`src/rtl/id_ex_stage_pkg.sv`:
```
// Shared definitions for the decode-to-execute register and the vector ALU.
// Holds opcodes, func codes, lane-width (WW) and byte-participation (PPP)
// encodings, the instruction field layout and the PPP-to-byte-mask decoder.
// Numbering is big-endian: bit 0 is the MSB, byte 0 is bits [0:7].
package id_ex_stage_pkg;

    // Opcodes
    localparam logic [5:0] OpRtype = 6'b101010;
    localparam logic [5:0] OpVld   = 6'b100000;

    // R-type func codes (range VAND..VSQRT)
    localparam logic [5:0] FnNop   = 6'b000000;
    localparam logic [5:0] FnVand  = 6'b000001;
    localparam logic [5:0] FnVadd  = 6'b000110;
    localparam logic [5:0] FnVsqrt = 6'b010010;

    // Lane width encodings
    localparam logic [1:0] Ww8  = 2'b00;
    localparam logic [1:0] Ww16 = 2'b01;
    localparam logic [1:0] Ww32 = 2'b10;
    localparam logic [1:0] Ww64 = 2'b11;

    // Byte-participation encodings; 101..111 select no bytes
    localparam logic [2:0] PppAll   = 3'b000;
    localparam logic [2:0] PppUpper = 3'b001;
    localparam logic [2:0] PppLower = 3'b010;
    localparam logic [2:0] PppEven  = 3'b011;
    localparam logic [2:0] PppOdd   = 3'b100;

    // Instruction layout; first member lands on instruction bit 0 (MSB).
    typedef struct packed {
        logic [5:0] opcode;  // [0:5]
        logic [4:0] rd;      // [6:10]
        logic [4:0] ra;      // [11:15]
        logic [4:0] rb;      // [16:20]
        logic [2:0] ppp;     // [21:23]
        logic [1:0] ww;      // [24:25]
        logic [5:0] func;    // [26:31]
    } instr_t;

    // Per-byte enable; mask[i] enables byte i (byte 0 = most significant).
    function automatic logic [0:7] ppp_byte_mask(input logic [0:2] ppp);
        logic [0:7] mask;
        case (ppp)
            PppAll:   mask = 8'b1111_1111;
            PppUpper: mask = 8'b1111_0000;
            PppLower: mask = 8'b0000_1111;
            PppEven:  mask = 8'b1010_1010;
            PppOdd:   mask = 8'b0101_0101;
            default:  mask = 8'b0000_0000;
        endcase
        return mask;
    endfunction

endpackage

```
`src/rtl/ppp_byte_merge.sv`:
```
// Combinational byte merge of a write-back word into a base operand.
// Ports:
//   base   - operand as read from the register file (or currently held)
//   wb     - write-back data
//   ppp    - write-back byte-participation field
//   hit    - write-back targets this operand's register
//   merged - base with every PPP-enabled byte replaced by wb when hit
module ppp_byte_merge
    import id_ex_stage_pkg::*;
#(
    parameter int unsigned DATA_W = 64
) (
    input  logic [0:DATA_W-1] base,
    input  logic [0:DATA_W-1] wb,
    input  logic [0:2]        ppp,
    input  logic              hit,
    output logic [0:DATA_W-1] merged
);

    logic [0:7] mask;

    always_comb begin
        mask   = ppp_byte_mask(ppp);
        merged = base;
        for (int i = 0; i < 8; i++) begin
            if (hit && mask[i]) begin
                merged[i*8 +: 8] = wb[i*8 +: 8];
            end
        end
    end

endmodule

```
`src/rtl/id_ex_stage.sv`:
```
// Decode-to-execute pipeline register for the 64-bit vector datapath.
// Captures one decoded instruction per cycle, forwards same-cycle write-back
// data into the operands byte by byte, and supports stall and flush.
// Ports:
//   clk, reset                 - clock, synchronous active-high reset
//   id_valid, id_instr         - decode slot valid and instruction
//   id_rA_data, id_rB_data     - register-file read data
//   wb_reg_wr, wb_rd_addr,
//   wb_ppp, wb_data            - write-back port (forwarding source)
//   stall, flush               - hazard-unit controls
//   rA_64bit_val, rB_64bit_val - ALU operands
//   Op_code, R_ins, WW         - ALU control fields
//   ex_rd_addr, ex_ppp         - destination info toward write-back
//   ex_rA_addr, ex_rB_addr     - held source addresses
//   ex_reg_wr, ex_valid        - EX writes the register file / holds a real op
module id_ex_stage
    import id_ex_stage_pkg::*;
#(
    parameter int unsigned DATA_W = 64,
    parameter int unsigned ADDR_W = 5
) (
    input  logic              clk,
    input  logic              reset,
    input  logic              id_valid,
    input  logic [0:31]       id_instr,
    input  logic [0:DATA_W-1] id_rA_data,
    input  logic [0:DATA_W-1] id_rB_data,
    input  logic              wb_reg_wr,
    input  logic [0:ADDR_W-1] wb_rd_addr,
    input  logic [0:2]        wb_ppp,
    input  logic [0:DATA_W-1] wb_data,
    input  logic              stall,
    input  logic              flush,
    output logic [0:DATA_W-1] rA_64bit_val,
    output logic [0:DATA_W-1] rB_64bit_val,
    output logic [0:5]        Op_code,
    output logic [0:5]        R_ins,
    output logic [0:1]        WW,
    output logic [0:ADDR_W-1] ex_rd_addr,
    output logic [0:2]        ex_ppp,
    output logic [0:ADDR_W-1] ex_rA_addr,
    output logic [0:ADDR_W-1] ex_rB_addr,
    output logic              ex_reg_wr,
    output logic              ex_valid
);

    instr_t            instr;
    logic              ld_hit_a, ld_hit_b, st_hit_a, st_hit_b;
    logic              wr_en;
    logic [0:DATA_W-1] ld_a, ld_b, st_a, st_b;

    assign instr = instr_t'(id_instr);

    // Load-time hits compare against decode sources; stall-time hits against
    // the held sources so a write-back landing mid-stall is not lost.
    assign ld_hit_a = wb_reg_wr && (wb_rd_addr == instr.ra);
    assign ld_hit_b = wb_reg_wr && (wb_rd_addr == instr.rb);
    assign st_hit_a = wb_reg_wr && (wb_rd_addr == ex_rA_addr);
    assign st_hit_b = wb_reg_wr && (wb_rd_addr == ex_rB_addr);

    assign wr_en = ((instr.opcode == OpRtype) && (instr.func != FnNop)) ||
                   (instr.opcode == OpVld);

    ppp_byte_merge #(.DATA_W(DATA_W)) u_ld_a (
        .base(id_rA_data), .wb(wb_data), .ppp(wb_ppp), .hit(ld_hit_a), .merged(ld_a)
    );
    ppp_byte_merge #(.DATA_W(DATA_W)) u_ld_b (
        .base(id_rB_data), .wb(wb_data), .ppp(wb_ppp), .hit(ld_hit_b), .merged(ld_b)
    );
    ppp_byte_merge #(.DATA_W(DATA_W)) u_st_a (
        .base(rA_64bit_val), .wb(wb_data), .ppp(wb_ppp), .hit(st_hit_a), .merged(st_a)
    );
    ppp_byte_merge #(.DATA_W(DATA_W)) u_st_b (
        .base(rB_64bit_val), .wb(wb_data), .ppp(wb_ppp), .hit(st_hit_b), .merged(st_b)
    );

    always_ff @(posedge clk) begin
        if (reset || flush || (!stall && !id_valid)) begin
            // Reset, flush and an invalid decode slot all yield a bubble.
            rA_64bit_val <= '0;
            rB_64bit_val <= '0;
            Op_code      <= '0;
            R_ins        <= '0;
            WW           <= '0;
            ex_rd_addr   <= '0;
            ex_ppp       <= '0;
            ex_rA_addr   <= '0;
            ex_rB_addr   <= '0;
            ex_reg_wr    <= 1'b0;
            ex_valid     <= 1'b0;
        end else if (stall) begin
            rA_64bit_val <= st_a;
            rB_64bit_val <= st_b;
        end else begin
            rA_64bit_val <= ld_a;
            rB_64bit_val <= ld_b;
            Op_code      <= instr.opcode;
            R_ins        <= instr.func;
            WW           <= instr.ww;
            ex_rd_addr   <= instr.rd;
            ex_ppp       <= instr.ppp;
            ex_rA_addr   <= instr.ra;
            ex_rB_addr   <= instr.rb;
            ex_reg_wr    <= wr_en;
            ex_valid     <= 1'b1;
        end
    end

endmodule

```
`config.mk`:
```
export PLATFORM = sky130hd
export DESIGN_NAME = id_ex_stage
export DESIGN_NICKNAME = d
export VERILOG_FILES = /design/src/rtl/id_ex_stage_pkg.sv /design/src/rtl/ppp_byte_merge.sv /design/src/rtl/id_ex_stage.sv
export SDC_FILE = /design/constraint.sdc
export NUM_CORES = 1
export LEC_CHECK = 0
export ABC_AREA = 0
export BUFFER_PORTS_ARGS = -buffer_cell sky130_fd_sc_hd__buf_2
export CAP_MARGIN = 20
export CORE_AREA = 2 2 156 158
export CTS_CLUSTER_DIAMETER = 80
export DETAILED_ROUTE_END_ITERATION = 7
export DIE_AREA = 0 0 158 160
export HOLD_SLACK_MARGIN = 0.03
export PLACE_DENSITY = 0.76
export SYNTH_ARGS = -nofsm -noshare
export SYNTH_HDL_FRONTEND = slang
export SYNTH_HIERARCHICAL = 1
export SYNTH_SLANG_ARGS = --single-unit
```
`constraint.sdc`:
```
create_clock -name clk -period 6.1 [get_ports clk]
set_input_delay 0.305 -clock clk [delete_from_list [all_inputs] [get_ports clk]]
set_output_delay 0.305 -clock clk [all_outputs]
set_load 0.1 [all_outputs]
```
After elaboration in Yosys (flattened, before gate mapping)
Cells that the tools add are included.
W data, S select, Z words.
{"block": "word_totals", "register_bits": 162, "inputBits": 238, "out_inout_bits": 162, "word_cells": 131}
{"block": "classes", "n_eq_ne": 26, "muxes": 35, "n_reduce_logical": 45}
{"cell": "$mux W8", "count": 32}
{"cell": "$mux W64", "count": 2}
{"cell": "$pmux W8 S5", "count": 1}
{"cell": "$logic_and A1 B1 Y1", "count": 38}
{"cell": "$ne A2 B1 Y1 const B", "count": 16}
{"cell": "$eq A5 B5 Y1", "count": 4}
{"cell": "$eq A6 B6 Y1 const B", "count": 2}
{"cell": "$eq A3 B2 Y1 const B", "count": 2}
{"cell": "$reduce_bool A6 Y1", "count": 1}
{"cell": "$eq A3 B1 Y1 const B", "count": 1}
{"cell": "$eq A3 B3 Y1 const B", "count": 1}
{"cell": "$logic_not A3 Y1", "count": 1}
{"cell": "$logic_or A1 B1 Y1", "count": 3}
{"cell": "$logic_not A1 Y1", "count": 2}

Logic depth before layout (Yosys ltp)
Gate-level depths: netlist of run 1.
{"block": "depth", "ltp_word": 5, "depth_mapped": 9, "mapped_depth_nobuf": 8}

Hierarchy
Netlist of run 1, hierarchy kept.
{"module": "id_ex_stage", "n_inst": 1, "cells_each": 558, "area_each_um2": 5985.7, "seq_area_each_um2": 3243.1}
{"module": "ppp_byte_merge", "n_inst": 4, "cells_each": 76, "area_each_um2": 942.2, "seq_area_each_um2": 0.0}

Worst setup path after synthesis of run 1
Ideal clock, no wire load.
{"block": "synth_path", "path_kind": "register -> register", "start": "reg ex_rA_addr[2] (netlist name)", "end": "reg rA_64bit_val[10] (netlist name)", "setup_time_ps": 128, "t_arrival_ps": 2609, "required_ps": 5972, "path_slack_ps": 3364, "stages_incl_launch_ff": 10, "n_path_buf": 1, "period_less_slack_ps": 2736, "cell_sequence": "dfxtp_1 xor2_1 nor4_1 and3_1 inv_1 a211oi_4 buf_6 mux2_2 mux2i_1 nor2_1"}
{"block": "synth_between", "elab_chain_len": 4}
{"item": "from (decl)", "line_no": "id_ex_stage.sv:41", "text": "output logic [0:ADDR_W-1] ex_rA_addr,"}
{"item": "from (signal assigned)", "line_no": "id_ex_stage.sv:102", "text": "ex_rA_addr <= instr.ra;"}
{"item": "$eq A5 B5 Y1", "line_no": "id_ex_stage.sv:58", "text": "assign st_hit_a = wb_reg_wr && (wb_rd_addr == ex_rA_addr);"}
{"item": "$logic_and A1 B1 Y1", "line_no": "id_ex_stage.sv:58"}
{"item": "named net st_hit_a", "line_no": "id_ex_stage.sv:48", "text": "logic ld_hit_a, ld_hit_b, st_hit_a, st_hit_b;"}
{"item": "$logic_and A1 B1 Y1", "line_no": "ppp_byte_merge.sv:26", "text": "if (hit && mask[i]) begin"}
{"item": "$ne A2 B1 Y1 (no source line)"}
{"item": "to (signal assigned)", "line_no": "id_ex_stage.sv:92", "text": "rA_64bit_val <= st_a;"}
{"item": "to (signal assigned)", "line_no": "id_ex_stage.sv:95", "text": "rA_64bit_val <= ld_a;"}
{"item": "to (decl)", "line_no": "id_ex_stage.sv:34", "text": "output logic [0:DATA_W-1] rA_64bit_val,"}
The timed path passes the listed nets, and every way through them passes these cells.
A chain may end at the register's enable or synchronous reset.

Final worst setup path of run 1
{"block": "layout_path", "start": "reg ex_rA_addr[1] (netlist name)", "end": "reg rA_64bit_val[63] (netlist name)"}
Same word-level chain as after synthesis.

==> results.md, run 1 <==
* CTS root buffer: clkbuf_16
* CP Capture Type: flip-flop
* Most common cell after layout, fill and taps aside: buf_2
* Vias in the first global route at a little over 8k
* Worst hold slack at between 100 and 150 ps
* Routed length per instance at 17.7 microns
* Period utilisation layout at 45.1%
* Max-cap violations at 0
* H-tree levels at 4
* Hold Startpoint: id_instr[25]
* Yosys reg bits at 162
* Initial antenna violation count at 5
* Crit-path leading delay family: compound AO/OA/AOI/OAI gates
* Achievable frequency at 0.364 GHz
* Remaining antenna violation count at 0
* Slew @ Worst Pin at between 1000 and 1500 ps
* Worst hold endpoint: WW[1]
* Most frequent cells in the layout: buf_2 (398), mux2_2 (176), dfxtp_1 (162)
* Largest net degree at the start of global routing at 92
* Post-CTS setup buffers at 0
* Adder-cell share of the synthesized area at 0%
* Max transition margin at between 20% and 30%
* Max Slew Vio Count at 0
* Pwr Density at around 230 nW/um^2
* Port buffer count at 399
* Cell count after placement at 1537
* Final worst path period need at 2750 ps
* Req. time, crit path at 6370 ps
* Post-Syn Area per Cell at between 10 and 15 sq um
* DRC violations left at 0
* Final net count at 1470
* Number of buffers created by CTS at 17
* Final setup violating endpoints at 0
* Hpwl dp at 20500 microns
* CTS resizes at 0
* Num rows at 57
* First-pass DRT Iterations at 4
* First-pass GRT wire length at between 40000 and 50000 microns
* Layout area overhead at 26.8%
* CTS tree: built
* Share of cells above drive strength 1 at 57.8%
* Routed wire length at 27800 microns
* Critical path, cell by cell: xor2_1, nor4_1, and3_1, inv_1, a211oi_4, mux2_2, mux2i_1, nor2_1
* Synth Area in XOR/XNOR at 1.89%
* Mapped Cells at 862
* Synth Area in Simple Gates at approximately 7.5%
* CP Launch Type: flip-flop
* Status: completed
* Core ar. at 23800 sq um
* Worst reg2reg startpoint: ex_rA_addr[1]
* Largest family of logic cells by synthesized area: multiplexers
* Final hold vios at 0
* RSZ-0062 raised after global routing: false
* Synth warnings at 6
* DR vias/cell at 5.01
* Final non-filler cell total at 1568
* Max clock buf depth at 2
* Post-Syn Nets at 1100
* Worst hold path depth at 3
* Clock skew at 9.36 ps
* Die area at 25300 sq um
* Complex-gate fraction of the synthesized area at around 3.2%
* GRT Overall Usage at a little over a fifth
* Max stage delay cell, worst path: a211oi_4
* Starting Density at between 40% and 50%
* Clk sinks at 162
* Mux cell area share after synthesis at between 40% and 50%
* Initial detailed-routing violation count at 398
* Worst Hold Class: in2reg
* Clk slew on worst S/H paths at roughly 70 ps
* Worst-case reg-to-reg path depth at 8
* Via count at 7863
* Setup TNS Final at 0 ps
* Buf+Inv Stages, Crit Path at 1
* Leak at 6.37 nW
* GP Congestion at 0.822
* Worst Path Max Fanout at 16
* Worst Path Arrival at 3020 ps
* Clock Latency Late Sink at 420 ps
* Ports at 400
* Die width at 158 microns
* CP Class: reg2reg
* Sequential-to-total area share from yosys stat at about a third
* Reg2reg setup slack at 3350 ps
* Yosys cell types at 26
* Hold_buf cts at 0
* Max IR drop VDD at ~0.00016 V
* Syn Std Cell Area at between 9000 and 10000 sq um
* Chip height at 160 microns
* RR Endpoint: rA_64bit_val[63]
* CP peak stage delay at 840 ps
* GRT overflow at 0
==> flip-flops by register name (all words and copies together), names as in the netlist <==
name and flops:
WW 2, ex_valid 1, ex_ppp 3, ex_rB_addr 5, ex_rA_addr 5, ex_rd_addr 5
Op_code 6, R_ins 6, ex_reg_wr 1, rB_64bit_val 64, rA_64bit_val 64
==> synth_stat cells <==
library cell	number	area, sq um
buf_12	4	80.1
inv_1	5	18.8
and3_1	4	25.0
nor4_1	5	31.3
nor2b_1	1	6.26
nor3_1	1	5.00
and2b_2	4	35.0
or4b_1	1	10.0
mux2_4	80	1200
xor2_1	16	140
mux2i_1	159	1590
a211oi_4	8	160
dfxtp_1	162	3240
clkbuf_1	9	33.8
a21oi_1	2	10.0
o21ai_2	1	8.76
buf_6	21	236
o31ai_1	1	7.51
nand3_1	2	10.0
xnor2_1	5	43.8
mux2_2	176	1980
o21ai_4	8	130
buf_4	8	60.1
nor2_1	161	604
inv_2	8	30.0
buf_2	10	50.1
==> report_power, final <==
part	internal, mW	switching (mW)
logic	0.207	0.391
clock network	0.709	0.465
registers	1.09	0.0157
total	2.00	0.872
==> per-stage QoR <==
stage	util, %	area (sq um)	power [mW]	setup WS [ps]
after floorplan	-	9750	1.56	3360
after detailed placement	49.3	11700	1.72	3250
after global routing	51.9	12400	2.99	3170
after global placement	49.3	11700	1.71	3280
final	51.9	12400	2.87	3350
after CTS	51.9	12400	2.90	3360
==> per-layer routing <==
layer	share of wire (%)	up-vias	track usage, %
met1	41	3750	24.7
met2	50	294	37.6
met4	2.6	8	7.99
li1	-	3754	-
met3	6.2	57	5.59
met5	0.19	-	0
==> layout make-up <==
cell class                 count  area [sq um]
antenna                        1          2.50
clock buffer                  19           453
clock inverter                11           175
fill                        2225         11400
inverter                      13          48.8
multi-input combinational    635          6010
sequential                   162          3240
tap                          324           405
timing repair buffer         403          2040
==> how the worst max path moves through the flow <==
stage,start,endpoint,slack (ps),cells after the start
detailed placement,wb_rd_addr[2],rB_64bit_val[31],3250,9
CTS,ex_rA_addr[1],rA_64bit_val[31],3360,8
global route,ex_rA_addr[1],rA_64bit_val[45],3170,8
global placement,wb_rd_addr[2],rB_64bit_val[25],3280,9
floorplan,ex_rA_addr[2],rA_64bit_val[10],3360,9
finish,ex_rA_addr[1],rA_64bit_val[63],3350,8
==> cells by family (layout without fill, tap and decap cells) <==
family / Yosys count / after routing
simple gates: 179 / 179
other cells: 0 / 1
flops: 162 / 162
xor+xnor: 21 / 21
mux: 415 / 415
buf+inv: 65 / 446
compound gates: 20 / 20
==> worst reg2reg max path, delay by kind of cell (launching register included) <==
| kind | cells | cell delay, ps |
|---|---|---|
| XOR/XNOR | 1 | 170 |
| flip-flops | 1 | 340 |
| AO/OA/AOI/OAI | 1 | 840 |
| AND/OR/NAND/NOR | 3 | 560 |
| buffers and inverters | 1 | 100 |
| multiplexers | 2 | 600 |
Note: power is estimated with default switching activity, not from simulation.
==> run 2: changes to the inputs <==
--- a/config.mk
+++ b/config.mk
@@ -8,12 +8,12 @@
 export ABC_AREA = 0
 export BUFFER_PORTS_ARGS = -buffer_cell sky130_fd_sc_hd__buf_2
 export CAP_MARGIN = 20
-export CORE_AREA = 2 2 156 158
+export CORE_AREA = 2 2 153 155
 export CTS_CLUSTER_DIAMETER = 80
 export DETAILED_ROUTE_END_ITERATION = 7
-export DIE_AREA = 0 0 158 160
+export DIE_AREA = 0 0 155 157
 export HOLD_SLACK_MARGIN = 0.03
-export PLACE_DENSITY = 0.76
+export PLACE_DENSITY = 0.79
 export SYNTH_ARGS = -nofsm -noshare
 export SYNTH_HDL_FRONTEND = slang
 export SYNTH_HIERARCHICAL = 1
==> constraint.sdc (replaced) <==
create_clock -name clk -period 2.55 [get_ports clk]
set_input_delay 0.1275 -clock clk [delete_from_list [all_inputs] [get_ports clk]]
set_output_delay 0.1275 -clock clk [all_outputs]
set_load 0.1 [all_outputs]
==> run 2 against run 1 <==
Sequential power is 140% higher. Clock skew is 4.6 ps higher. Register-to-register slack worse by 3100 ps. Worst hold slack got worse by 40 ps. Cell count grew 0.32%. Power is 130% higher. Cell area is 2.9% higher. First-iteration DRC count fell by 30%. Setup slack got worse by 3200 ps. Die area shrank 3.7%. Largest cell class unchanged. Largest power group is now sequential cells. Highest routed layer is now met4.
==> results.md, run 2 (synthesis results as in run 1) <==
* Core ar. at 22500 sq um
* Register area at 3250 sq um
* Most common cell after layout, fill and taps aside: buf_2
* CTS resizes at 0
* Hpwl dp at 20900 microns
* Period utilisation layout at 92.9%
* Req. time, crit path at 2840 ps
* Final setup violating endpoints at 0
* Switch Pwr at 2.14 mW
* Buf+Inv Stages, Crit Path at 4
* Chip height at between 150 and 200 microns
* Achievable frequency at ~0.42 GHz
* Initial detailed-routing violation count at approximately 280
* GRT Overall Usage at 22.8%
* First-pass GRT wire length at 44200 microns
* Crit-path leading delay family: buffers and inverters
* Max-cap violations at 0
* Net Sw Frac at 31.7%
* Initial antenna violation count at 1
* Worst Path Arrival at 2660 ps
* Share of cells above drive strength 1 at 57.3%
* Multi-input logic area at 6010 sq um
* RSZ-0062 raised after global routing: false
* Critical path, cell by cell: dlygate4sd3_1, buf_2, xor2_1, nor4_1, and3_1, inv_1, a211oi_4, buf_4, mux2_2, mux2i_1, nor2_1
* CTS root buffer: clkbuf_16
* Die width at between 150 and 200 microns
* Num rows at 55
* Max stage delay cell, worst path: dlygate4sd3_1
* Vias in the first global route at 8446
* Final instance area at between 10000 and 15000 sq um
* Via count at 8073
* Slew @ Worst Pin at 866 ps
* Placed Area at 11800 sq um
* Clock Latency Late Sink at 410 ps
* Top flop regs: rA_64bit_val: 64 flops, rB_64bit_val: 64 flops
* Setup TNS Final at 0 ps
* Status: completed
* DR vias/cell at 5.13
* Clk slew on worst S/H paths at approximately 70 ps
* Most frequent cells in the layout: buf_2 (398), mux2_2 (176), nor2_1 (161)
* CP Launch Type: input pin
* Layout area overhead at 30.6%
* First-pass DRT Iterations at 6
* Worst-case reg-to-reg path depth at 9
* Starting Density at 43.3%
* Max clock buf depth at 2
* Flop pwr share at 39.1%
* RR Endpoint: rA_64bit_val[9]
* CP peak stage delay at 550 ps
* Leak at 6.56 nW
* Final worst path period need at 2370 ps
* Max IR drop VDD at 0.000496 V
* GRT overflow at 0
* CTS tree: built
* Worst Setup SP: id_instr[18]
* CP Capture Type: flip-flop
* P_int at around 4.6 mW
* Worst Path Max Fanout at 16
* Final hold vios at 0
* Number of buffers created by CTS at 17
* Routed length per instance at between 15 and 20 microns
* Clk sinks at 162
* Routed wire length at 28900 microns
* Pwr Density at about 530 nW/um^2
* Clock skew at between 10 and 15 ps
* Port buffer count at 399
* Filler Cells Inserted at 1886
* CP Capture Point: rB_64bit_val[41]
* Ports at 400
* Reg2reg setup slack at 250 ps
* Worst reg2reg startpoint: ex_rA_addr[2]
* H-tree levels at 4
* GP Congestion at 0.822
* Max transition margin at 42.1%
* Clock power share at approximately two fifths
* DRC violations left at 0
* Final net count at 1512
* CP Class: in2reg
* Worst Hold Class: in2reg
* Largest net degree at the start of global routing at 84
* Critical path depth at 11
* Part of the power in combinational logic at 22.0%
* Remaining antenna violation count at 0
* Worst hold path depth at 4
* Die area at around 24000 sq um
* Max Slew Vio Count at 0
## run 2: cell count changes in the layout (fill, tap and decap cells not counted), sizes merged
cell | previous run | this run
bufinv | 4 | 2
clkinv | 1 | 4
buf | 402 | 413
clkinvlp | 2 | 3
dlygate4sd3 | 0 | 31
## run 2: timing repair
item,CTS,global route
buffers inserted,0,0
hold buffers,31,0
endpoints found under the hold margin,31,0
## run 2: worst min path at each step
stage,start,to
2_1_floorplan,id_instr[11],ex_rA_addr[0]
3_3_place_gp,id_instr[10],ex_rd_addr[4]
3_5_place_dp,id_instr[21],ex_ppp[0]
4_1_cts,id_rA_data[33],rA_64bit_val[33]
5_1_grt,id_rB_data[6],rB_64bit_val[6]
6_report,id_rB_data[46],rB_64bit_val[46]
## run 2: area by class of cell
class	count	share of cell area [%]
Clock buffer	19	3.40
Inverter	13	0.383
Tap cell	285	2.80
Sequential cell	162	25.5
Antenna cell	1	0.0196
Clock inverter	13	1.21
Multi-Input combinational cell	635	47.2
Timing Repair Buffer	445	19.5
## run 2: metrics by stage
| stage | util [%] | std cells | setup slack (ps) | hold WS, ps | total power [mW] |
|---|---|---|---|---|---|
| finish | 56.6 | 1573 | 181 | 72.3 | 6.74 |
| global route | 56.6 | 1573 | 119 | 62.0 | 6.99 |
| CTS | 56.6 | 1572 | 209 | 53.6 | 6.80 |
| detailed placement | 52.6 | 1509 | 241 | 366 | 4.14 |
| global placement | 52.6 | 1509 | 329 | 354 | 4.11 |
| floorplan | - | 862 | 35.9 | 271 | 3.73 |
## run 2: metal layers
| layer | up-vias | part of all wire, % | track usage [%] |
|---|---|---|---|
| met3 | 75 | 6.3 | 6.36 |
| met5 | - | 0 | 0 |
| met1 | 3840 | 39 | 24.8 |
| li1 | 3851 | - | - |
| met2 | 307 | 51 | 41.8 |
| met4 | 0 | 3.3 | 9.04 |
## run 2: worst min-delay path, cell delays in order
cell and delay, ps:
buf_2 70, mux2_2 130, mux2i_1 50, nor2_1 70
## run 2: power by group through the flow
stage | combinational (mW) | sequential [mW] | clock, mW
after floorplan | 0.527 | 3.21 | 0
after global placement | 1.41 | 2.69 | 0
after detailed placement | 1.44 | 2.70 | 0
after CTS | 1.48 | 2.64 | 2.68
after global routing | 1.56 | 2.65 | 2.78
final | 1.48 | 2.64 | 2.62
==> run 3: changes to the inputs <==
--- a/config.mk
+++ b/config.mk
@@ -8,12 +8,12 @@
 export ABC_AREA = 0
 export BUFFER_PORTS_ARGS = -buffer_cell sky130_fd_sc_hd__buf_2
 export CAP_MARGIN = 20
-export CORE_AREA = 2 2 153 155
+export CORE_AREA = 2 2 155 157
 export CTS_CLUSTER_DIAMETER = 80
 export DETAILED_ROUTE_END_ITERATION = 7
-export DIE_AREA = 0 0 155 157
+export DIE_AREA = 0 0 157 159
 export HOLD_SLACK_MARGIN = 0.03
-export PLACE_DENSITY = 0.79
+export PLACE_DENSITY = 0.77
 export SYNTH_ARGS = -nofsm -noshare
 export SYNTH_HDL_FRONTEND = slang
 export SYNTH_HIERARCHICAL = 1
==> run 3 against run 2 <==
Sequential power hardly changed. Cell area increased by 0.89%. Setup slack got worse by 9.6 ps. Critical path depth unchanged. Power rose by 0.28%. Register-to-register slack worse by 50 ps. Wire length fell by 0.13%. Cell count increased by 2.4%. Via count shrank 0.41%. Global-route usage decreased by 0.45 points. Clock skew is 4.5 ps lower. Utilization shrank 1.2 points. Highest routed layer unchanged.
==> results.md, run 3 (synthesis results as in run 1) <==
* Routed length per instance at ~18 microns
* CTS root buffer: clkbuf_16
* DR vias/cell at 4.99
* Worst slack, placed at 208 ps
* Filler Cells Inserted at between 2k and 2.5k
* Final hold vios at 0
* Num rows at 56
* Initial antenna violation count at 3
* Worst reg2reg startpoint: ex_rB_addr[2]
* CP Class: in2reg
* GRT Overall Usage at between 20% and 30%
* Final setup violating endpoints at 0
* Clock skew at ~9.4 ps
* CP Launch Type: input pin
* H-tree levels at 4
* Period utilisation layout at 93.3%
* Worst Hold Class: in2reg
* Largest net degree at the start of global routing at 83
* Achievable frequency at 0.420 GHz
* Max Slew Vio Count at 0
* CP peak stage delay at 540 ps
* Max clock buf depth at 2
* Status: completed
* Die width at between 150 and 200 microns
* Top flop regs: rA_64bit_val: 64 flops, rB_64bit_val: 64 flops
* GP Congestion at 0.824
* Worst hold endpoint: rB_64bit_val[9]
* First-pass DRT Iterations at 6
* Final instance area at ~13000 sq um
* Most frequent cells in the layout: buf_2 (398), mux2_2 (176), nor2_1 (161)
* Placed Area at between 10000 and 15000 sq um
* First-pass GRT wire length at ~44000 microns
* Clk sinks at 162
* Hpwl dp at 20700 microns
* Clk slew on worst S/H paths at ~70 ps
* Core ar. at around 23000 sq um
* Layout Utilization at between 50 and 60%
* Most common cell after layout, fill and taps aside: buf_2
* Worst Path Arrival at roughly 2700 ps
* Setup TNS Final at 0 ps
* Final Power at 6.76 mW
* Critical path, cell by cell: dlygate4sd3_1, buf_2, xor2_1, nor4_1, and3_1, inv_1, a211oi_4, buf_4, mux2_2, mux2i_1, nor2_1
* Layout area overhead at 31.7%
* Req. time, crit path at 2840 ps
* Leak at 6.58 nW
* Worst-case reg-to-reg path depth at 9
* Hold Startpoint: id_rB_data[9]
* Slew @ Worst Pin at about 830 ps
* Final worst path period need at 2380 ps
* CTS resizes at 0
* Clock Latency Late Sink at a little over 400 ps
* GRT overflow at 0
* Initial detailed-routing violation count at 317
* Max transition margin at 44.6%
* Worst setup margin at 171 ps
* Max-cap violations at 0
* Remaining antenna violation count at 0
* DRC violations left at 0
* Worst hold path depth at 4
* RR Endpoint: rB_64bit_val[41]
* Routed wire length at 28900 microns
* CP Capture Type: flip-flop
* Starting Density at 42.1%
* Port buffer count at between 300 and 400
* Ports at 400
* Max IR drop VDD at about 0.00042 V
* Max stage delay cell, worst path: dlygate4sd3_1
* Pwr Density at between 500 and 600 nW/um^2
* Via count at 8040
* RSZ-0062 raised after global routing: false
* Number of buffers created by CTS at 17
* Vias in the first global route at 8442
* Reg2reg setup slack at 200 ps
* Die area at 25000 sq um
* Worst Path Max Fanout at 16
* Post-CTS setup buffers at 0
* Chip height at ~160 microns
* Share of cells above drive strength 1 at approximately 57%
* Final net count at 1514
* CTS tree: built
==> run 3: cell count changes in the layout (fill, tap and decap cells not counted), sizes merged <==
cell,change
buf,-1
clkinvlp,-1
dlygate4sd3,+3
diode,+3
==> run 3: how the worst max path moves through the flow <==
stage | start | endpoint | cells past startpoint
2_1_floorplan | ex_rA_addr[4] | rA_64bit_val[10] | 8
3_3_place_gp | ex_rB_addr[2] | rB_64bit_val[15] | 9
3_5_place_dp | ex_rA_addr[2] | rA_64bit_val[24] | 9
4_1_cts | id_instr[18] | rB_64bit_val[41] | 11
5_1_grt | id_instr[16] | rB_64bit_val[41] | 11
6_report | id_instr[18] | rB_64bit_val[41] | 11
==> run 3: worst max-delay path: cells and delay by family <==
kind | cells | cell delay (ps)
buffers and inverters | 4 | 1080
and+or+nand+nor | 3 | 600
muxes | 2 | 530
AOI/OAI and AO/OA | 1 | 160
xor gates and xnor gates | 1 | 150
==> run 3: area by class of cell <==
cell class | instances | area, sq um | area share, %
inverter | 13 | 48.8 | 0.380
clock buffer | 19 | 443 | 3.45
clock inverter | 12 | 148 | 1.15
tap | 319 | 399 | 3.11
timing repair buffer | 447 | 2540 | 19.8
sequential | 162 | 3250 | 25.3
multi-input combinational | 635 | 6010 | 46.8
antenna | 4 | 10.0 | 0.0779
==> run 3: per-layer routing <==
metal  global-route usage [%]  routed length, microns  vias up
li1                         -                       -     3866
met3                     4.87                    1700       45
met2                     40.8                   14900      284
met4                     9.17                     746        0
met5                        0                       0        -
met1                     24.7                   11500     3845
==> run 3: stage by stage <==
step | hold slack, ps | cells
final | 71.8 | 1611
after global routing | 54.6 | 1610
after CTS | 42.3 | 1607
after detailed placement | 364 | 1542
after global placement | 354 | 1542
after floorplan | 271 | 862
==> run 3: repair_timing <==
| action | in CTS | in global routing |
|---|---|---|
| hold buffers | 34 | 0 |
| hold endpoints to repair | 32 | 0 |
| setup endpoints to repair | 0 | 0 |
==> run 3: power by group <==
part | internal (mW) | switching, mW | total [mW] | leakage, nW
Sequential | 2.60 | 0.0366 | 2.64 | 1.32
Combinational | 0.536 | 0.955 | 1.49 | 4.98
Clock | 1.49 | 1.15 | 2.64 | 0.283
Total | 4.63 | 2.14 | 6.76 | 6.58
